`src/rtl/mdu_iter_if.sv`:
```
// Request/result bundle between the MIPS231 control/datapath and the mdu_iter unit.
interface mdu_iter_if #(
    parameter int unsigned WIDTH = 32
);
    logic             start;
    logic [2:0]       op;
    logic [WIDTH-1:0] a;
    logic [WIDTH-1:0] b;
    logic             busy;
    logic             done;
    logic [WIDTH-1:0] hi;
    logic [WIDTH-1:0] lo;

    // Requester side: issues operations, observes status and HI/LO
    modport master (
        output start, op, a, b,
        input  busy, done, hi, lo
    );

    // Unit side
    modport slave (
        input  start, op, a, b,
        output busy, done, hi, lo
    );
endinterface

```
`src/rtl/mdu_iter.sv`:
```
// mdu_iter: iterative multiply/divide unit with HI/LO registers.
// Shift-add multiply and restoring divide, one result bit per cycle on
// magnitudes, with the sign fix-up applied in a final FIX cycle.
// Optional macro MDU_FAST_MUL_EN: MULT/MULTU use a single-cycle
// combinational multiplier instead of the iterative path.
module mdu_iter #(
    parameter int unsigned WIDTH = 32,
    parameter int unsigned CNT_W = $clog2(WIDTH + 1)
) (
    input  logic      clk,
    input  logic      rst,
    mdu_iter_if.slave bus
);

    localparam int unsigned PW = 2 * WIDTH;

    localparam logic [2:0] OP_MULT  = 3'b000;
    localparam logic [2:0] OP_MULTU = 3'b001;
    localparam logic [2:0] OP_DIV   = 3'b010;
    localparam logic [2:0] OP_DIVU  = 3'b011;
    localparam logic [2:0] OP_MTHI  = 3'b100;
    localparam logic [2:0] OP_MTLO  = 3'b101;

    typedef enum logic [1:0] {
        S_IDLE = 2'd0,
        S_RUN  = 2'd1,
        S_FIX  = 2'd2
    } state_t;

    state_t           state_q, state_d;
    logic [CNT_W-1:0] cnt_q, cnt_d;
    logic [WIDTH-1:0] acc_q, acc_d;      // product upper half / partial remainder
    logic [WIDTH-1:0] sh_q, sh_d;        // multiplier bits out / dividend out, quotient in
    logic [WIDTH-1:0] opnd_q, opnd_d;    // multiplicand or divisor magnitude
    logic [WIDTH-1:0] src_a_q, src_a_d;  // raw dividend, returned in HI on divide by zero
    logic             is_div_q, is_div_d;
    logic             neg_a_q, neg_a_d;
    logic             neg_b_q, neg_b_d;
    logic             dz_q, dz_d;
    logic             busy_q, busy_d;
    logic             done_q, done_d;
    logic [WIDTH-1:0] hi_q, hi_d;
    logic [WIDTH-1:0] lo_q, lo_d;

    logic             op_signed_c;
    logic             a_neg_c, b_neg_c;
    logic [WIDTH-1:0] a_mag_c, b_mag_c;
    logic [WIDTH:0]   mul_sum_c;
    logic [WIDTH:0]   div_sh_c;
    logic [WIDTH-1:0] div_diff_c;
    logic             div_ge_c;
    logic [PW-1:0]    prod_c, prod_fix_c;
    logic [WIDTH-1:0] quo_fix_c, rem_fix_c;

    // Operand conditioning at accept: signed ops iterate on magnitudes
    always_comb begin
        op_signed_c = (bus.op == OP_MULT) || (bus.op == OP_DIV);
        a_neg_c     = op_signed_c && bus.a[WIDTH-1];
        b_neg_c     = op_signed_c && bus.b[WIDTH-1];
        a_mag_c     = a_neg_c ? WIDTH'(-bus.a) : bus.a;
        b_mag_c     = b_neg_c ? WIDTH'(-bus.b) : bus.b;
    end

    // One iteration step: shift-add for multiply, trial subtract for divide
    always_comb begin
        mul_sum_c  = {1'b0, acc_q} + (sh_q[0] ? {1'b0, opnd_q} : {(WIDTH + 1){1'b0}});
        div_sh_c   = {acc_q, sh_q[WIDTH-1]};
        div_ge_c   = (div_sh_c >= {1'b0, opnd_q});
        div_diff_c = div_sh_c[WIDTH-1:0] - opnd_q;
    end

    // Sign restoration of the magnitude results
    always_comb begin
        prod_c     = {acc_q, sh_q};
        prod_fix_c = (neg_a_q ^ neg_b_q) ? PW'(-prod_c) : prod_c;
        quo_fix_c  = (neg_a_q ^ neg_b_q) ? WIDTH'(-sh_q) : sh_q;
        rem_fix_c  = neg_a_q ? WIDTH'(-acc_q) : acc_q;
    end

`ifdef MDU_FAST_MUL_EN
    logic [PW-1:0] fast_prod_c;

    // Single-cycle full-width product; low PW bits of sign-extended operands
    always_comb begin
        if (bus.op == OP_MULT) begin
            fast_prod_c = {{WIDTH{bus.a[WIDTH-1]}}, bus.a} * {{WIDTH{bus.b[WIDTH-1]}}, bus.b};
        end else begin
            fast_prod_c = {{WIDTH{1'b0}}, bus.a} * {{WIDTH{1'b0}}, bus.b};
        end
    end
`endif

    // Next-state and datapath update
    always_comb begin
        state_d  = state_q;
        cnt_d    = cnt_q;
        acc_d    = acc_q;
        sh_d     = sh_q;
        opnd_d   = opnd_q;
        src_a_d  = src_a_q;
        is_div_d = is_div_q;
        neg_a_d  = neg_a_q;
        neg_b_d  = neg_b_q;
        dz_d     = dz_q;
        busy_d   = busy_q;
        done_d   = 1'b0;
        hi_d     = hi_q;
        lo_d     = lo_q;

        case (state_q)
            S_IDLE: begin
                if (bus.start) begin
                    case (bus.op)
                        OP_MULT, OP_MULTU: begin
`ifdef MDU_FAST_MUL_EN
                            hi_d   = fast_prod_c[PW-1:WIDTH];
                            lo_d   = fast_prod_c[WIDTH-1:0];
                            done_d = 1'b1;
`else
                            state_d  = S_RUN;
                            busy_d   = 1'b1;
                            cnt_d    = '0;
                            acc_d    = '0;
                            sh_d     = b_mag_c;
                            opnd_d   = a_mag_c;
                            is_div_d = 1'b0;
                            neg_a_d  = a_neg_c;
                            neg_b_d  = b_neg_c;
                            dz_d     = 1'b0;
`endif
                        end
                        OP_DIV, OP_DIVU: begin
                            state_d  = S_RUN;
                            busy_d   = 1'b1;
                            cnt_d    = '0;
                            acc_d    = '0;
                            sh_d     = a_mag_c;
                            opnd_d   = b_mag_c;
                            src_a_d  = bus.a;
                            is_div_d = 1'b1;
                            neg_a_d  = a_neg_c;
                            neg_b_d  = b_neg_c;
                            dz_d     = (bus.b == '0);
                        end
                        OP_MTHI: begin
                            hi_d   = bus.a;
                            done_d = 1'b1;
                        end
                        OP_MTLO: begin
                            lo_d   = bus.a;
                            done_d = 1'b1;
                        end
                        default: begin
                            done_d = 1'b1;
                        end
                    endcase
                end
            end

            S_RUN: begin
                if (is_div_q) begin
                    if (div_ge_c) begin
                        acc_d = div_diff_c;
                        sh_d  = {sh_q[WIDTH-2:0], 1'b1};
                    end else begin
                        acc_d = div_sh_c[WIDTH-1:0];
                        sh_d  = {sh_q[WIDTH-2:0], 1'b0};
                    end
                end else begin
                    acc_d = mul_sum_c[WIDTH:1];
                    sh_d  = {mul_sum_c[0], sh_q[WIDTH-1:1]};
                end
                cnt_d = cnt_q + CNT_W'(1);
                if (cnt_q == CNT_W'(WIDTH - 1)) begin
                    state_d = S_FIX;
                end
            end

            S_FIX: begin
                if (is_div_q) begin
                    if (dz_q) begin
                        hi_d = src_a_q;
                        lo_d = '1;
                    end else begin
                        hi_d = rem_fix_c;
                        lo_d = quo_fix_c;
                    end
                end else begin
                    hi_d = prod_fix_c[PW-1:WIDTH];
                    lo_d = prod_fix_c[WIDTH-1:0];
                end
                busy_d  = 1'b0;
                done_d  = 1'b1;
                state_d = S_IDLE;
            end

            default: begin
                state_d = S_IDLE;
                busy_d  = 1'b0;
            end
        endcase
    end

    // State and result registers
    always_ff @(posedge clk or posedge rst) begin
        if (rst) begin
            state_q  <= S_IDLE;
            cnt_q    <= '0;
            acc_q    <= '0;
            sh_q     <= '0;
            opnd_q   <= '0;
            src_a_q  <= '0;
            is_div_q <= 1'b0;
            neg_a_q  <= 1'b0;
            neg_b_q  <= 1'b0;
            dz_q     <= 1'b0;
            busy_q   <= 1'b0;
            done_q   <= 1'b0;
            hi_q     <= '0;
            lo_q     <= '0;
        end else begin
            state_q  <= state_d;
            cnt_q    <= cnt_d;
            acc_q    <= acc_d;
            sh_q     <= sh_d;
            opnd_q   <= opnd_d;
            src_a_q  <= src_a_d;
            is_div_q <= is_div_d;
            neg_a_q  <= neg_a_d;
            neg_b_q  <= neg_b_d;
            dz_q     <= dz_d;
            busy_q   <= busy_d;
            done_q   <= done_d;
            hi_q     <= hi_d;
            lo_q     <= lo_d;
        end
    end

    assign bus.busy = busy_q;
    assign bus.done = done_q;
    assign bus.hi   = hi_q;
    assign bus.lo   = lo_q;

endmodule

```
`src/flat_wrapper.sv`:
```
// flat-port wrapper written by rule: the top's interface ports become plain ports
module mdu_iter_flat 
#(
    parameter int unsigned WIDTH = 32,
    parameter int unsigned CNT_W = $clog2(WIDTH + 1)
)
  (clk, rst, bus_start, bus_op, bus_a, bus_b, bus_busy, bus_done, bus_hi, bus_lo);
  mdu_iter_if #(.WIDTH(WIDTH)) bus_i ();
  input  logic clk;
  input  logic rst;
  input wire logic [$bits(bus_i.start)-1:0] bus_start;
  input wire logic [$bits(bus_i.op)-1:0] bus_op;
  input wire logic [$bits(bus_i.a)-1:0] bus_a;
  input wire logic [$bits(bus_i.b)-1:0] bus_b;
  output wire logic [$bits(bus_i.busy)-1:0] bus_busy;
  output wire logic [$bits(bus_i.done)-1:0] bus_done;
  output wire logic [$bits(bus_i.hi)-1:0] bus_hi;
  output wire logic [$bits(bus_i.lo)-1:0] bus_lo;
  assign bus_i.start = bus_start;
  assign bus_i.op = bus_op;
  assign bus_i.a = bus_a;
  assign bus_i.b = bus_b;
  assign bus_busy = bus_i.busy;
  assign bus_done = bus_i.done;
  assign bus_hi = bus_i.hi;
  assign bus_lo = bus_i.lo;
  mdu_iter #(.WIDTH(WIDTH), .CNT_W(CNT_W)) u_core (.clk(clk), .rst(rst), .bus(bus_i));
endmodule
```
`config.mk`:
```
export PLATFORM = sky130hd
export DESIGN_NAME = mdu_iter_flat
export DESIGN_NICKNAME = d
export VERILOG_FILES = /design/src/rtl/mdu_iter_if.sv /design/src/rtl/mdu_iter.sv /design/src/flat_wrapper.sv
export SDC_FILE = /design/constraint.sdc
export NUM_CORES = 1
export LEC_CHECK = 0
export BUFFER_PORTS_ARGS = -buffer_cell sky130_fd_sc_hd__clkbuf_2
export CAP_MARGIN = 25
export CORE_MARGIN = 8
export CORE_UTILIZATION = 40
export DETAILED_ROUTE_END_ITERATION = 8
export MAX_ROUTING_LAYER = met4
export SLEW_MARGIN = 20
export SYNTH_ARGS = -nofsm -noshare
export SYNTH_HDL_FRONTEND = slang
export SYNTH_SLANG_ARGS = --single-unit
export TNS_END_PERCENT = 5
```
`constraint.sdc`:
```
create_clock -name clk -period 8.4 [get_ports clk]
set_input_delay 0.84 -clock clk [delete_from_list [all_inputs] [get_ports clk]]
set_output_delay 0.84 -clock clk [all_outputs]
set_load 0.02 [all_outputs]
```
; ---- After elaboration in Yosys (flattened, before gate mapping)
; Index checks and enable logic that the tools add are counted.
; W data, S select, Z words.
[word_totals]
ff_bits = 206
input_bits = 70
out_inout_bits = 66
elab_cells = 102
[classes]
addsub = 8
n_lt_le_gt_ge = 1
eq_ne = 14
n_mux = 42
n_bitwise = 2
n_reduce_logical = 21
[ops]
columns = op, count
row1 = $mux W32, 19
row2 = $pmux W32 S2, 6
row3 = $neg A32 Y32, 4
row4 = $mux W64, 1
row5 = $neg A64 Y64, 1
row6 = $add A32 B33 Y33, 1
row7 = $ge A33 B32 Y1, 1
row8 = $logic_not A32 Y1, 1
row9 = $sub A32 B32 Y32, 1
row10 = $reduce_and A3 Y1, 9
row11 = $mux W6, 2
row12 = $pmux W6 S2, 1
row13 = $ne A2 B2 Y1 const B, 4
row14 = $pmux W1 S2, 4
row15 = $add A6 B1 Y6 const B, 1
row16 = $eq A3 B2 Y1 const B, 2
row17 = $eq A3 B3 Y1 const B, 2
row18 = $eq A6 B5 Y1 const B, 1
row19 = $mux W2, 3
row20 = $reduce_bool A2 Y1, 3
row21 = $mux W1, 5
row22 = $pmux W2 S2, 1
row23 = $reduce_or A2 Y1, 2
row24 = $reduce_or A4 Y1, 1
row25 = other kinds (11), 12

; ---- Depth between registers and ports, before layout
[depth]
word_depth = 7
depth_mapped = 14
mapped_depth_nobuf = 13

; ---- Least setup slack after synthesis
; No wires, ideal clock.
[synth_path]
kind = register -> register
from = register u_core.sh_q[0]
to = register u_core.acc_q[21]
arrival_time_ns = 3.048
required_ns = 8.267
path_slack_ns = 5.219
path_stages_with_launch = 14
path_buffers = 1
synth_period_minus_slack_ns = 3.181
cell_sequence = dfrtp_1 -> inv_1 -> clkbuf_1 -> nor2_1 -> ha_1 -> a21o_1 -> or3_1 -> o21a_1 -> a211o_1 -> and3_1 -> a211o_1 -> xor2_1 -> a22oi_1 -> o21ai_0
[synth_via]
elab_chain_cells = 4
[synth_rtl]
columns = element, line
row1 = start: declaration, mdu_iter.sv:33  ; logic [WIDTH-1:0] sh_q, sh_d;
row2 = start signal: assignment, mdu_iter.sv:210  ; sh_q <= '0;
row3 = start signal: assignment, mdu_iter.sv:225  ; sh_q <= sh_d;
row4 = $mux W32, mdu_iter.sv:66  ; mul_sum_c = {1'b0, acc_q} + (sh_q[0] ? {1'b0, opnd_q} : {(WIDTH + 1){1'b0}});
row5 = $add A32 B33 Y33, mdu_iter.sv:66
row6 = $mux W32, mdu_iter.sv:161  ; if (is_div_q) begin
row7 = $pmux W32 S2, mdu_iter.sv:110  ; case (state_q)
row8 = end signal: assignment, mdu_iter.sv:209  ; acc_q <= '0;
row9 = end signal: assignment, mdu_iter.sv:224  ; acc_q <= acc_d;
row10 = end: declaration, mdu_iter.sv:32  ; logic [WIDTH-1:0] acc_q, acc_d;
; No other way between the ends.
; A chain may end at the register's enable or synchronous reset.

; ---- Final worst setup path
[layout_path]
from = register u_core.sh_q[0]
to = register u_core.acc_q[30]
; The elaborated chain is that of the path after synthesis.

==> impl_results.md <==
* Starting Density at 0.403
* Max frequency at 0.263 GHz
* Yosys cell types at 92
* Number of enable flip-flop cells after synthesis at 0
* Filler cells at 4278
* Fin Setup TNS at 0 ns
* Synthesized flop and latch total at 206
* Register-to-Register Path Depth at 13
* Chip width at 224 um
* Fin crit share at 0.453
* Critical path class: reg2reg
* Total routed wirelength at 67.8 mm
* CTS tree: built
* Vias per std cell at 6.13
* Leakage at 8.21 nW
* Die H at 224 um
* Arr. time, crit path at 4.25 ns
* Slew @ Worst Pin at 1.03 ns
* Post-detailed-route wirelength per cell at 24.1 um
* Sequential area share after synthesis at 0.298
* Post_cts resized at 0
* Required @ worst endpoint at 8.84 ns
* Top post-synthesis cells by count: nand2_1 (266), nor2_1 (216), dfrtp_1 (206), a21oi_1 (185), o21ai_0 (182)
* RSZ-0062 raised after global routing: no
* Top cells by area, synth: dfrtp_1 (30%), nand2_1 (5.8%), a21oi_1 (5.4%)
* Non-filler instance count after layout at 2817
* Area added between synthesis and finish at 11.1%
* Async set-reset flop share out of synthesis at 1.00
* Placed insts at 2772
* Status: completed
* CTS clk-pin slew, worst paths at 0.06 ns
* Die area at 50100 um2
* Initial antenna violation count at 1
* Worst skew pair latency at 0.58 ns
* Gr ovfl total at 0
* Post-synth top area share at 0.298
* Core ar. at 42900 um2
* Post-DRT Antenna Nets at 0
* Row count at 76
* Final setup violation count at 0
* Post-CTS Setup Inserts at 0
* First-pass GRT wire length at 104 mm
* Vias in the first global route at 16400
* Syn Area/Cell at 7.91 um2
* R2R setup slack at 4.59 ns
* All-Layer GR Usage at 0.271
* Multi-input gate area at 11300 um2
* Gpl congestion at 0.976
* CP max FO at 30
* Ys Warns at 0
* Cell Pwr Density at 489 nW/um2
* Post-synth net total at 2327
* Slew headroom at 0.297
* Max-slew violation count at 0
* Port bufs at 135
* Endpoints failing hold at 0
* DP Wirelength at 51.0 mm
* Reg2reg start: u_core.sh_q[0]$_DFFE_PP0P_
* Clock Sink Count at 206
* Worst R2R End: u_core.acc_q[30]$_DFFE_PP0P_
* Via count at 17300
* Clock root buffer: clkbuf_16
* DRC at 0
* Largest net degree at the start of global routing at 88
* VDD IR max at 0.196 mV
* Max Cap Viol at 0
* TritonCTS buffer count at 26
* Hold crit path type: in2async
* Hold_buf cts at 0
* Final nets at 2357
* Final Skew at 0.0358 ns
* Count leader, synth: nand2_1
* Final min period at 3.81 ns
* Cells after Synth at 2186
* CTS Buffer Depth at 3
* Ports at 136
* Dominant synthesized flop cell: dfrtp_1
* Detailed Routing Iterations Pass 1 at 7
* Starting DRT DRC Count at 1861
* Synthesized area at 17300 um2
* Register area at 5160 um2
* Layout cells sized above 1 at 0.133
* Worst setup EP type: flip-flop
* Setup crit start: u_core.sh_q[0]$_DFFE_PP0P_
* H-tree Lvls at 1
* Crit path to: u_core.acc_q[30]$_DFFE_PP0P_
* Startpoint types: flip-flop
* Leading area contributor after synthesis: dfrtp_1
-- worst min-delay path by stage --
stage                                 from                             to  slack [ns]
2_1_floorplan  u_core.cnt_q[5]$_DFFE_PP0P_  u_core.state_q[1]$_DFFE_PP0P_        0.43
3_3_place_gp   u_core.cnt_q[5]$_DFFE_PP0P_  u_core.state_q[1]$_DFFE_PP0P_        0.45
3_5_place_dp   u_core.cnt_q[5]$_DFFE_PP0P_  u_core.state_q[1]$_DFFE_PP0P_        0.45
4_1_cts                                rst   u_core.bus.lo[8]$_DFFE_PP0P_        0.38
5_1_grt                                rst  u_core.bus.lo[12]$_DFFE_PP0P_        0.43
6_report                               rst   u_core.bus.lo[8]$_DFFE_PP0P_        0.36
-- layout make-up --
type | count | share of cell area
antenna | 2 | 0.000261
clock buffer | 34 | 0.0370
clock inverter | 8 | 0.00671
inverter | 66 | 0.0133
multi-input combinational | 1753 | 0.588
sequential | 206 | 0.269
tap | 585 | 0.0381
timing repair buffer | 163 | 0.0476
-- power breakdown --
part | internal [mW] | switching [mW] | total, mW
registers | 1.50 | 0.727 | 2.23
clock network | 0.681 | 0.472 | 1.15
logic | 2.38 | 3.63 | 6.01
total | 4.56 | 4.83 | 9.39
-- layer usage --
layer / vias up / part of all wire / global-route usage
met5: - / 0 / -
met4: 0 / 0.041 / 0.100
met3: 124 / 0.087 / 0.0462
met2: 781 / 0.43 / 0.402
met1: 8402 / 0.44 / 0.369
li1: 7948 / - / -
-- state kept, by name, summed over array words and instances, names as in the netlist --
name	flops
u_core.bus.done	1
u_core.is_div_q	1
u_core.cnt_q	6
u_core.neg_b_q	1
u_core.sh_q	32
u_core.bus.hi	32
u_core.neg_a_q	1
u_core.dz_q	1
u_core.state_q	2
u_core.bus.lo	32
u_core.bus.busy	1
u_core.acc_q	32
u_core.src_a_q	32
u_core.opnd_q	32
-- metrics by stage --
step	hold slack (ns)	util	area [um2]	power, mW	setup slack, ns
after global routing	0.428	0.447	19200	10.1	4.29
after detailed placement	0.453	0.427	18300	8.12	4.66
after global placement	0.448	0.427	18300	8.03	4.59
after floorplan	0.432	-	17300	6.39	1.94
after CTS	0.379	0.447	19200	9.31	4.60
final	0.364	0.448	19200	9.39	4.59
-- layout by cell type, fill, tap and decap left out, types with 59 or more instances in the layout --
cell	n
a21oi_1	185
xor2_1	79
o21ai_0	182
nand2_1	266
clkbuf_2	135
mux2i_1	59
dfrtp_1	205
xnor2_1	94
inv_1	63
ha_1	69
nor2_1	211
-- worst max-delay path, cell delays in order, from the launching register on --
cell      delay [ns]
dfrtp_1         0.44
inv_1           0.13
buf_4           0.34
nor2_1          0.11
ha_1            0.36
and3_1          0.18
a211oi_1        0.12
o21a_1          0.27
a21bo_2         0.25
a311oi_1        0.60
a21o_1          0.28
a31oi_1         0.11
xnor2_1         0.14
a221o_1         0.32
-- logic make-up after synthesis --
group	share of synthesized area
muxes	0.0602
xor gates and xnor gates	0.0882
and+or+nand+nor	0.195
AOI/OAI and AO/OA	0.255
buffers and inverters	0.0505
DFF	0.298
adders and majority gates	0.0523
(Power assumes the default switching activity.)
